**src/rtl/serial_write_buffer.sv**
```systemverilog
// serial_write_buffer: captures a word on start and shifts it out MSB-first, one bit per write_sig strobe.
module serial_write_buffer #(
  parameter int   BUF_SIZE   = 8,
  parameter logic IDLE_LEVEL = 1'b1
) (
  input  logic                sys_clk,
  input  logic                rst,
  input  logic                start,
  input  logic [BUF_SIZE-1:0] data_in,
  input  logic                write_sig,
  output logic                data_out,
  output logic                done_sig
);
  localparam int CW = $clog2(BUF_SIZE + 1);
  typedef enum logic [1:0] {RESET, IDLE, WRITE} state_t;
  state_t              state, state_n;
  logic [BUF_SIZE-1:0] shreg, shreg_n;
  logic [CW-1:0]       ctr, ctr_n;
  logic                data_n, done_n;
  always_ff @(posedge sys_clk or posedge rst)
    if (rst) begin
      state    <= RESET;
      shreg    <= '0;
      ctr      <= '0;
      data_out <= IDLE_LEVEL;
      done_sig <= 1'b0;
    end else begin
      state    <= state_n;
      shreg    <= shreg_n;
      ctr      <= ctr_n;
      data_out <= data_n;
      done_sig <= done_n;
    end
  always_comb begin
    state_n = state;
    shreg_n = shreg;
    ctr_n   = ctr;
    data_n  = data_out;
    done_n  = done_sig;
    case (state)
      RESET: begin
        state_n = IDLE;
        shreg_n = '0;
        ctr_n   = '0;
        data_n  = IDLE_LEVEL;
        done_n  = 1'b1;
      end
      IDLE: if (start) begin
        state_n = WRITE;
        shreg_n = data_in;
        ctr_n   = '0;
        data_n  = data_in[BUF_SIZE-1];
        done_n  = 1'b0;
      end
      WRITE: if (write_sig) begin
        if (ctr == CW'(BUF_SIZE - 1)) begin
          state_n = IDLE;
          ctr_n   = CW'(BUF_SIZE);
          data_n  = IDLE_LEVEL;
          done_n  = 1'b1;
        end else begin
          shreg_n = {shreg[BUF_SIZE-2:0], 1'b0};
          ctr_n   = ctr + 1'b1;
          data_n  = shreg[BUF_SIZE-2];
        end
      end
      default: begin
        state_n = RESET;
        done_n  = 1'b0;
      end
    endcase
  end
endmodule
```
**config.mk**
```make
export PLATFORM = sky130hd
export DESIGN_NAME = serial_write_buffer
export DESIGN_NICKNAME = d
export VERILOG_FILES = /design/src/rtl/serial_write_buffer.sv
export SDC_FILE = /design/constraint.sdc
export NUM_CORES = 1
export LEC_CHECK = 0
export ABC_AREA = 1
export CAP_MARGIN = 20
export CELL_PAD_IN_SITES_DETAIL_PLACEMENT = 0
export CELL_PAD_IN_SITES_GLOBAL_PLACEMENT = 1
export CORE_MARGIN = 4
export CORE_UTILIZATION = 43
export CTS_BUF_LIST = sky130_fd_sc_hd__clkbuf_8
export DETAILED_ROUTE_END_ITERATION = 10
export PLACE_DENSITY = 0.87
export SETUP_SLACK_MARGIN = 0.1
export SLEW_MARGIN = 10
export SYNTH_ARGS = -nofsm -noshare
export SYNTH_HDL_FRONTEND = slang
export SYNTH_SLANG_ARGS = --single-unit
export TNS_END_PERCENT = 100
```
**constraint.sdc**
```tcl
create_clock -name sys_clk -period 2.55 [get_ports sys_clk]
set_input_delay 0.255 -clock sys_clk [delete_from_list [all_inputs] [get_ports sys_clk]]
set_output_delay 0.255 -clock sys_clk [all_outputs]
set_load 0.01 [all_outputs]
```
---- After elaboration in Yosys (flattened, before gate mapping) ----
Cells that the tools add are included.
operators by class
  $add $sub $neg .......................... 1
  reduce and logical (&&, ||, !) cells .... 5
  equal/unequal tests ..................... 7
  mux-type cells .......................... 20
operator list
  operator                                             number
  2-to-1 mux 7 bit                                     3
  one-hot mux 7 bit (3 select lines)                   1
  2-to-1 mux 4 bit                                     3
  one-hot mux 4 bit (3 select lines)                   1
  != test 2 bit, second input constant                 4
  2-to-1 mux 1 bit                                     6
  2-to-1 mux 2 bit                                     3
  one-hot mux 1 bit (3 select lines)                   2
  one-hot mux 2 bit (3 select lines)                   1
  AND reduction 3 bit                                  2
  adder 4 x 1 -> 4 bit, second input constant          1
  equality test 4 x 3 -> 1 bit, second input constant  1
  AND reduction 4 bit                                  1
  nonzero test 3 bit                                   1
  equality test 2 x 1 -> 1 bit, second input constant  1
  equality test 2 bit, second input constant           1
  zero test 2 bit                                      1
storage, ports and cells
  register bits after elaboration ......... 15
  word-level logic and storage cells ...... 38
  bits of input ports ..................... 12
  output and inout bits ................... 2

---- Logic depth before layout (Yosys ltp) ----
Gate-level depths: netlist of the first run.
  depth after elaboration ................. 4
  depth in mapped cells ................... 10
  mapped depth without buffers ............ 9

---- Least setup slack after synthesis of the first run ----
No wires, ideal clock.
  path type ............................... register to register
  start ................................... register state[1]
  end ..................................... register data_out
  arrival ................................. 1245 ps
  data required time ...................... 2478 ps
  buffers on the path ..................... 2
  clock period less this slack ............ 1318 ps
  setup time .............................. 72 ps
  stages on the path, launching flop included .. 11
  path slack .............................. 1232 ps
  cell sequence ........................... dfrtp_1 inv_1 ha_1 buf_6 nand2_4 inv_2 nor2_4 buf_6 nand3_2 nand2_1 inv_1
on the way
  word-level cells in the longest chain between the ends .. 3
  elaborated cells between the ends (all ways) .. 8
  those cells by class .................... eq/ne (4); mux (1); reduce/logical (3)
RTL lines
  item                                                                  RTL line  source
  from (decl)                                                           16        state_t state, state_n;
  from (signal assigned)                                                28        state <= state_n;
  equality test 2 bit, or another cell as far along                     40        case (state)
  != test 2 bit (no source line) or nonzero test 3 bit (tied branches)  -
  AND reduction 3 bit (no source line)                                  -
  to (signal assigned)                                                  31        data_out <= data_n;
  to (decl)                                                             11        output logic data_out,
Parallel ways exist; a longest one is shown, timed or not.
A chain may end at the register's enable or synchronous reset.

---- Final worst setup path of the first run ----
  start ................................... register state[0]
  end ..................................... register shreg[4]
on the way
  word-level cells in the longest chain between the ends .. 3
  elaborated cells between the ends (all ways) .. 9
  those cells by class .................... eq/ne (5); mux (1); reduce/logical (3)
RTL lines
  item                                                                  RTL line  source
  equality test 2 bit, or another cell as far along                     40
  != test 2 bit (no source line) or nonzero test 3 bit (tied branches)  -
  AND reduction 4 bit (no source line)                                  -
  to (signal assigned)                                                  29        shreg <= shreg_n;
  to (decl)                                                             17        logic [BUF_SIZE-1:0] shreg, shreg_n;
Parallel ways exist; a longest one is shown, timed or not.

==> metrics.txt, run 1 <==
post-synth top area share 0.3622; status finished clean; Post-synth EDFFs 0; global-route wire length before repair approximately 3500 um; final setup violation count 0; fillers 205; cts hold-fix bufs 0; DR WL/cell roughly 11 um; non-filler cells, final 173; worst hold-check path type in -> async; clock skew 0.002502 ns; RSZ-0062 raised after global routing no; r2r worst-path depth 8; 1st-pass router iterations 4; TNS Setup 0 ns; diode count 0; commonest cells after routing, fill and taps aside 58 x nand2_1, 16 x inv_1, 14 x dfrtp_1; overall power between 0.001 and 0.0015 W; largest net degree at the start of global routing 16; cell area after synthesis about 970 um2; critical path launch point type flop; critical path class reg -> reg; RePlAce Congestion around 0.82; Synth area leaders dfrtp_1 36%, nand2_1 23%, ha_1 7.8%; pwr/cell area a little under 1000 mW/mm2; FMAX a little under 0.6 GHz; worst-path fanout max 11; I/O pin cnt 14; CTS tree built; Overflow after GRT 0; worst skew pair latency roughly 0.25 ns; CTS buffer count 3; layout cells sized above 1 0.09589; Worst slew margin 0.6104; slew of the pin with the lowest slew margin a little under 0.6 ns; Final ANT Viol Nets 0; post-synth top area cell dfrtp_1; initial antenna violation count 0; total track usage 0.1431; post-synth cell types 21; CP required around 2.7 ns; area grow syn2layout 18.63%; via count slightly above 800; Worst VDD drop around 0.52 mV; min cycle time layout ~1.7 ns; post_cts resized 0; register area share after synthesis 0.3894; PortBufs 13; critical path endpoint category flop; Cells after Synth 132; mean post-synth cell area 7.327 um2; effective utilization at floorplan 0.4737; nets@finish around 170; leakage power approximately 0.64 nW; top_reg_cell synth dfrtp_1; Remaining DRCs 0; register bit count reported by yosys 15; fin. max-slew vios 0; Die Y around 55 um; synth warn 0; final hold violation count 0; critical path arrival roughly 1.9 ns; Die ar. 0.003072 mm2; Vias/cell between 4 and 5; root buf cell clkbuf_8; final wirelength roughly 2000 um; Core ar. between 0.002 and 0.0025 mm2; row cnt 16; max_cap viols 0; overall die width 55.43 um; CTS max path bufs 2; clk sink count 15; H-Tree Depth 1; Post-Place Cells between 150 and 200; Mapped Nets 150; vias in the first global route roughly 800; postcts setup bufs 0; Clock transition at path regs about 0.070 ns; FFs w/ async S/R, synth 1.000; most common cell after layout, fill and taps aside nand2_1; post-layout util 0.5619; initial DRC count 14; Final Cycle Share 0.6765; HPWL Detailed between 1000 and 1500 um
[sequential cells by signal, summed over array words and instances, names as in the netlist]
register,flops
done_sig,1
state,2
data_out,1
shreg,7
ctr,4
[area by class of cell]
type	instances	area (um2)	area share
multi-input combinational	97	496.7	0.4329
clock buffer	3	41.29	0.03599
sequential	15	376.6	0.3282
tap	27	33.78	0.02944
inverter	17	63.81	0.05562
timing repair buffer	13	130.1	0.1134
clock inverter	1	5.005	0.004362
[synthesized netlist by cell type (2+ instances only)]
cell type / count
nor2_1: 4
nand2_4: 3
dfrtp_1: 14
inv_1: 16
nand3_1: 8
nand2_1: 58
buf_6: 2
a21oi_1: 7
ha_1: 6
nand4_1: 2
nor2_4: 2
[layer usage]
metal | vias to the layer above | track usage | part of all wire
li1 | 431 | - | -
met1 | 367 | 0.1908 | 0.48
met2 | 15 | 0.2213 | 0.47
met3 | 5 | 0.03730 | 0.040
met4 | 0 | 0.05208 | 0.016
met5 | - | 0 | 0
[stage by stage]
step	setup WS [ns]	cell area [um2]	hold WS, ns
after CTS	0.8273	1147	0.3926
after floorplan	1.232	967.2	0.1558
after global placement	0.8971	1101	0.4582
after detailed placement	0.8309	1101	0.4629
after global routing	0.6533	1147	0.4159
final	0.8249	1147	0.3626
[power by group]
| group | internal, W | switching, W | total (W) |
|---|---|---|---|
| sequential | 0.000326 | 0.0000596 | 0.000386 |
| clock | 0.000108 | 0.0000911 | 0.000200 |
| combinational | 0.000199 | 0.000356 | 0.000556 |
| total | 0.000634 | 0.000507 | 0.00114 |
[logic make-up (layout without fill, tap and decap cells)]
logic type,after synthesis,count (layout),share of synthesized area
DFF,15,15,0.3894
adders and majority gates,6,6,0.07762
buffers and inverters,20,34,0.09702
and+or+nand+nor,82,82,0.3894
AOI/OAI and AO/OA,9,9,0.04656
[worst max-delay path: stages (launching register included)]
cell     delay [ns]
dfrtp_1        0.42
inv_1          0.08
ha_1           0.35
nand2_1        0.16
nand2_1        0.09
nor2_4         0.26
nand2_4        0.12
nand2_1        0.08
nand2_1        0.05
[path summary, 6_finish.rpt]
path	startpoint	end	slack (ns)
worst max-delay path	state[0]	shreg[4]	0.82
worst min-delay path	rst	shreg[3]	0.36
worst max register to register	state[0]	shreg[4]	0.82
worst min register to register	shreg[2]	shreg[2]	0.48
max in group asynchronous	rst	shreg[2]	1.81
min in group sys_clk	shreg[2]	shreg[2]	0.48
Note: power is estimated with default switching activity, not from simulation.
==> run 2, diff against run 1 <==
--- a/config.mk
+++ b/config.mk
@@ -10,10 +10,10 @@
 export CELL_PAD_IN_SITES_DETAIL_PLACEMENT = 0
 export CELL_PAD_IN_SITES_GLOBAL_PLACEMENT = 1
 export CORE_MARGIN = 4
-export CORE_UTILIZATION = 43
+export CORE_UTILIZATION = 40
 export CTS_BUF_LIST = sky130_fd_sc_hd__clkbuf_8
 export DETAILED_ROUTE_END_ITERATION = 10
-export PLACE_DENSITY = 0.87
+export PLACE_DENSITY = 0.82
 export SETUP_SLACK_MARGIN = 0.1
 export SLEW_MARGIN = 10
 export SYNTH_ARGS = -nofsm -noshare
==> constraint.sdc (replaced) <==
create_clock -name sys_clk -period 1.6 [get_ports sys_clk]
set_input_delay 0.16 -clock sys_clk [delete_from_list [all_inputs] [get_ports sys_clk]]
set_output_delay 0.16 -clock sys_clk [all_outputs]
set_load 0.01 [all_outputs]
==> run 2 against run 1 <==
  * Register-to-register slack worse by 0.62 ns
  * Routed wire length rose by 5.2%
  * Setup slack worse by 0.62 ns
  * Non-clock buffer count up 5
  * Cell count is 3.5% higher
  * Utilization down 2.6 points
  * Hold slack got worse by 0.14 ns
  * Global-route usage down 0.18 points
  * Critical path type unchanged
  * Largest cell class unchanged
  * Largest power group unchanged
==> metrics.txt, run 2 (synthesis results as in run 1) <==
status finished clean; critical path depth 8 (unchanged); Top Metal Used met4; slew of the pin with the lowest slew margin 0.2270 ns (-0.3568 ns); initial DRC count 19 (+5); r2r worst-path depth 8 (unchanged); Clk pwr share 0.159 (-0.016); critical path endpoint category flop; reg2reg end data_out; I/O pin cnt 14 (unchanged); CTS buffer count 3 (unchanged); clk sink count 15 (unchanged); WP buf/inv 3 (+2); Comb power frac 0.520 (+0.033); R2R Setup Slk 0.20 ns (-0.62 ns); DR WL/cell 11.47 um (+1.7%); global-route wire length before repair 3670 um (+3.9%); Seq pwr share 0.320 (-0.018); met1 WL 938 um (+1.2%); final hold violation count 0 (unchanged); leakage power 0.6747 nW (+4.8%); PortBufs 13 (unchanged); Critical Path End data_out; post-layout util 0.5355 (-0.02637); Setup crit start state[0]; Clock transition at path regs 0.06 ns (about the same); 1st-pass router iterations 4 (unchanged); final wirelength 2053 um (+5.2%); Net Switching 0.0008266 W (+63%); Final Cycle Share 0.8725 (+0.1960); effective utilization at floorplan 0.4290 (-0.04468); overall die width 57.17 um (+3.1%); worst skew pair latency 0.24 ns (about the same); Die ar. 0.003268 mm2 (+6.4%); Final ANT Viol Nets 0 (unchanged); CTS max path bufs 2 (unchanged); diode count 0 (unchanged); worst-path fanout max 7 (-4); worst hold-check path type in -> async; Vias/cell 4.687 (-0.87%); clock skew 0.001570 ns (-0.0009320 ns); WL met3 70 um (-11%); total track usage 0.1413 (-0.001811); RePlAce Congestion 0.7689 (-5.9%); vias in the first global route 839 (+5.3%); Overflow after GRT 0 (unchanged); Crit path largest cell delay 0.44 ns (+0.02 ns); Worst slew margin 0.8477 (+0.2373); Internal 0.001111 W (+75%); initial antenna violation count 0 (unchanged); Sw Ratio 0.4267 (-0.01774); via count 839 (+2.6%); commonest cells after routing, fill and taps aside 58 x nand2_1, 13 x inv_1, 13 x dfrtp_1; final setup violation count 0 (unchanged); R2R Path Start state[0]; Top Registers shreg (7), ctr (4), state (2); Remaining DRCs 0 (unchanged); pwr/cell area 1604 mW/mm2 (+61%); largest net degree at the start of global routing 16 (unchanged); slowest stage cell, crit path dfrtp_2; nets@finish 170 (+3.0%); critical path class reg -> reg; crit-path cells ha_1 > inv_2 > nand2_1 > nor2_4 > buf_12 > nand3_2 > nand2_1 > inv_1; Most flops, register shreg; cell mode on critical path nand2_1; area grow syn2layout 24.84%; Die Y 57.17 um (+3.1%); FMAX 0.7163 GHz (+24%); HPWL Detailed 1519 um (+2.7%); CTS tree built; fin. max-slew vios 0 (unchanged); row cnt 17 (+1); min cycle time layout 1.396 ns (-0.3291 ns); Hold WS 0.2252 ns (-0.1374 ns); root buf cell clkbuf_8; max_cap viols 0 (unchanged); Top Family by Delay on Critical Path flip-flops; RSZ-0062 raised after global routing yes; most common cell after layout, fill and taps aside nand2_1; Largest register FFs 7 (unchanged); critical path launch point type flop; Worst VDD drop 0.8626 mV (+66%); H-Tree Depth 1 (unchanged); cts hold-fix bufs 0 (unchanged); CP required 1.78 ns (-0.92 ns); met2 WL post-DR 1032 um (+13%); TNS Setup 0 ns (unchanged); Core ar. 0.002255 mm2 (+10%); critical path arrival 1.58 ns (-0.29 ns); layout cells sized above 1 0.1656 (+0.06967)
-- run 2: metal layers --
layer,vias up,GRT usage
met2,10,0.2349
met1,383,0.1852
met4,0,0.03974
li1,444,-
met3,2,0.02941
met5,-,0
-- run 2: worst register-to-register path, stage by stage (launching register included) --
cell and delay [ns]:
dfrtp_2 0.44, ha_1 0.24, inv_2 0.08, nand2_1 0.09, nor2_4 0.19, buf_12 0.15
nand3_2 0.05, nand2_1 0.06, inv_1 0.03
-- run 2: power by group through the flow --
stage                     Combinational, W  Clock [W]  Sequential (W)
after floorplan                   0.000710          0        0.000607
after global placement            0.000921          0        0.000611
after detailed placement          0.000923          0        0.000620
after CTS                          0.00100   0.000318        0.000613
after global routing               0.00115   0.000340        0.000641
final                              0.00101   0.000309        0.000620
-- run 2: layout make-up --
class,count,area [um2]
fill,244,1047
multi-input combinational,97,501.7
sequential,15,377.9
timing repair buffer,18,182.7
inverter,17,63.81
clock buffer,3,41.29
tap,28,35.03
clock inverter,1,5.005
-- run 2: timing repair --
action	in CTS	in global routing
gates resized for setup	0	7
endpoints found under the hold margin	0	0
gates cloned	0	0
buffers inserted	1	0
setup endpoints to repair	7	16
pin swaps	1	1
-- run 2: worst min path at each step --
stage,slack [ns],end
after floorplan,0.06,ctr[0]
after global placement,0.46,shreg[0]
after detailed placement,0.46,shreg[1]
after CTS,0.23,shreg[3]
after global routing,0.26,shreg[6]
final,0.23,shreg[3]
-- run 2: stage by stage --
step / area, um2 / std cells / setup WS, ns / total power, W
final: 1207 / 179 / 0.2040 / 0.001937
after floorplan: 967.2 / 132 / 0.2823 / 0.001318
after global routing: 1207 / 179 / 0.09932 / 0.002130
after detailed placement: 1132 / 174 / 0.06919 / 0.001543
after global placement: 1132 / 174 / 0.1333 / 0.001532
after CTS: 1199 / 179 / 0.1005 / 0.001934
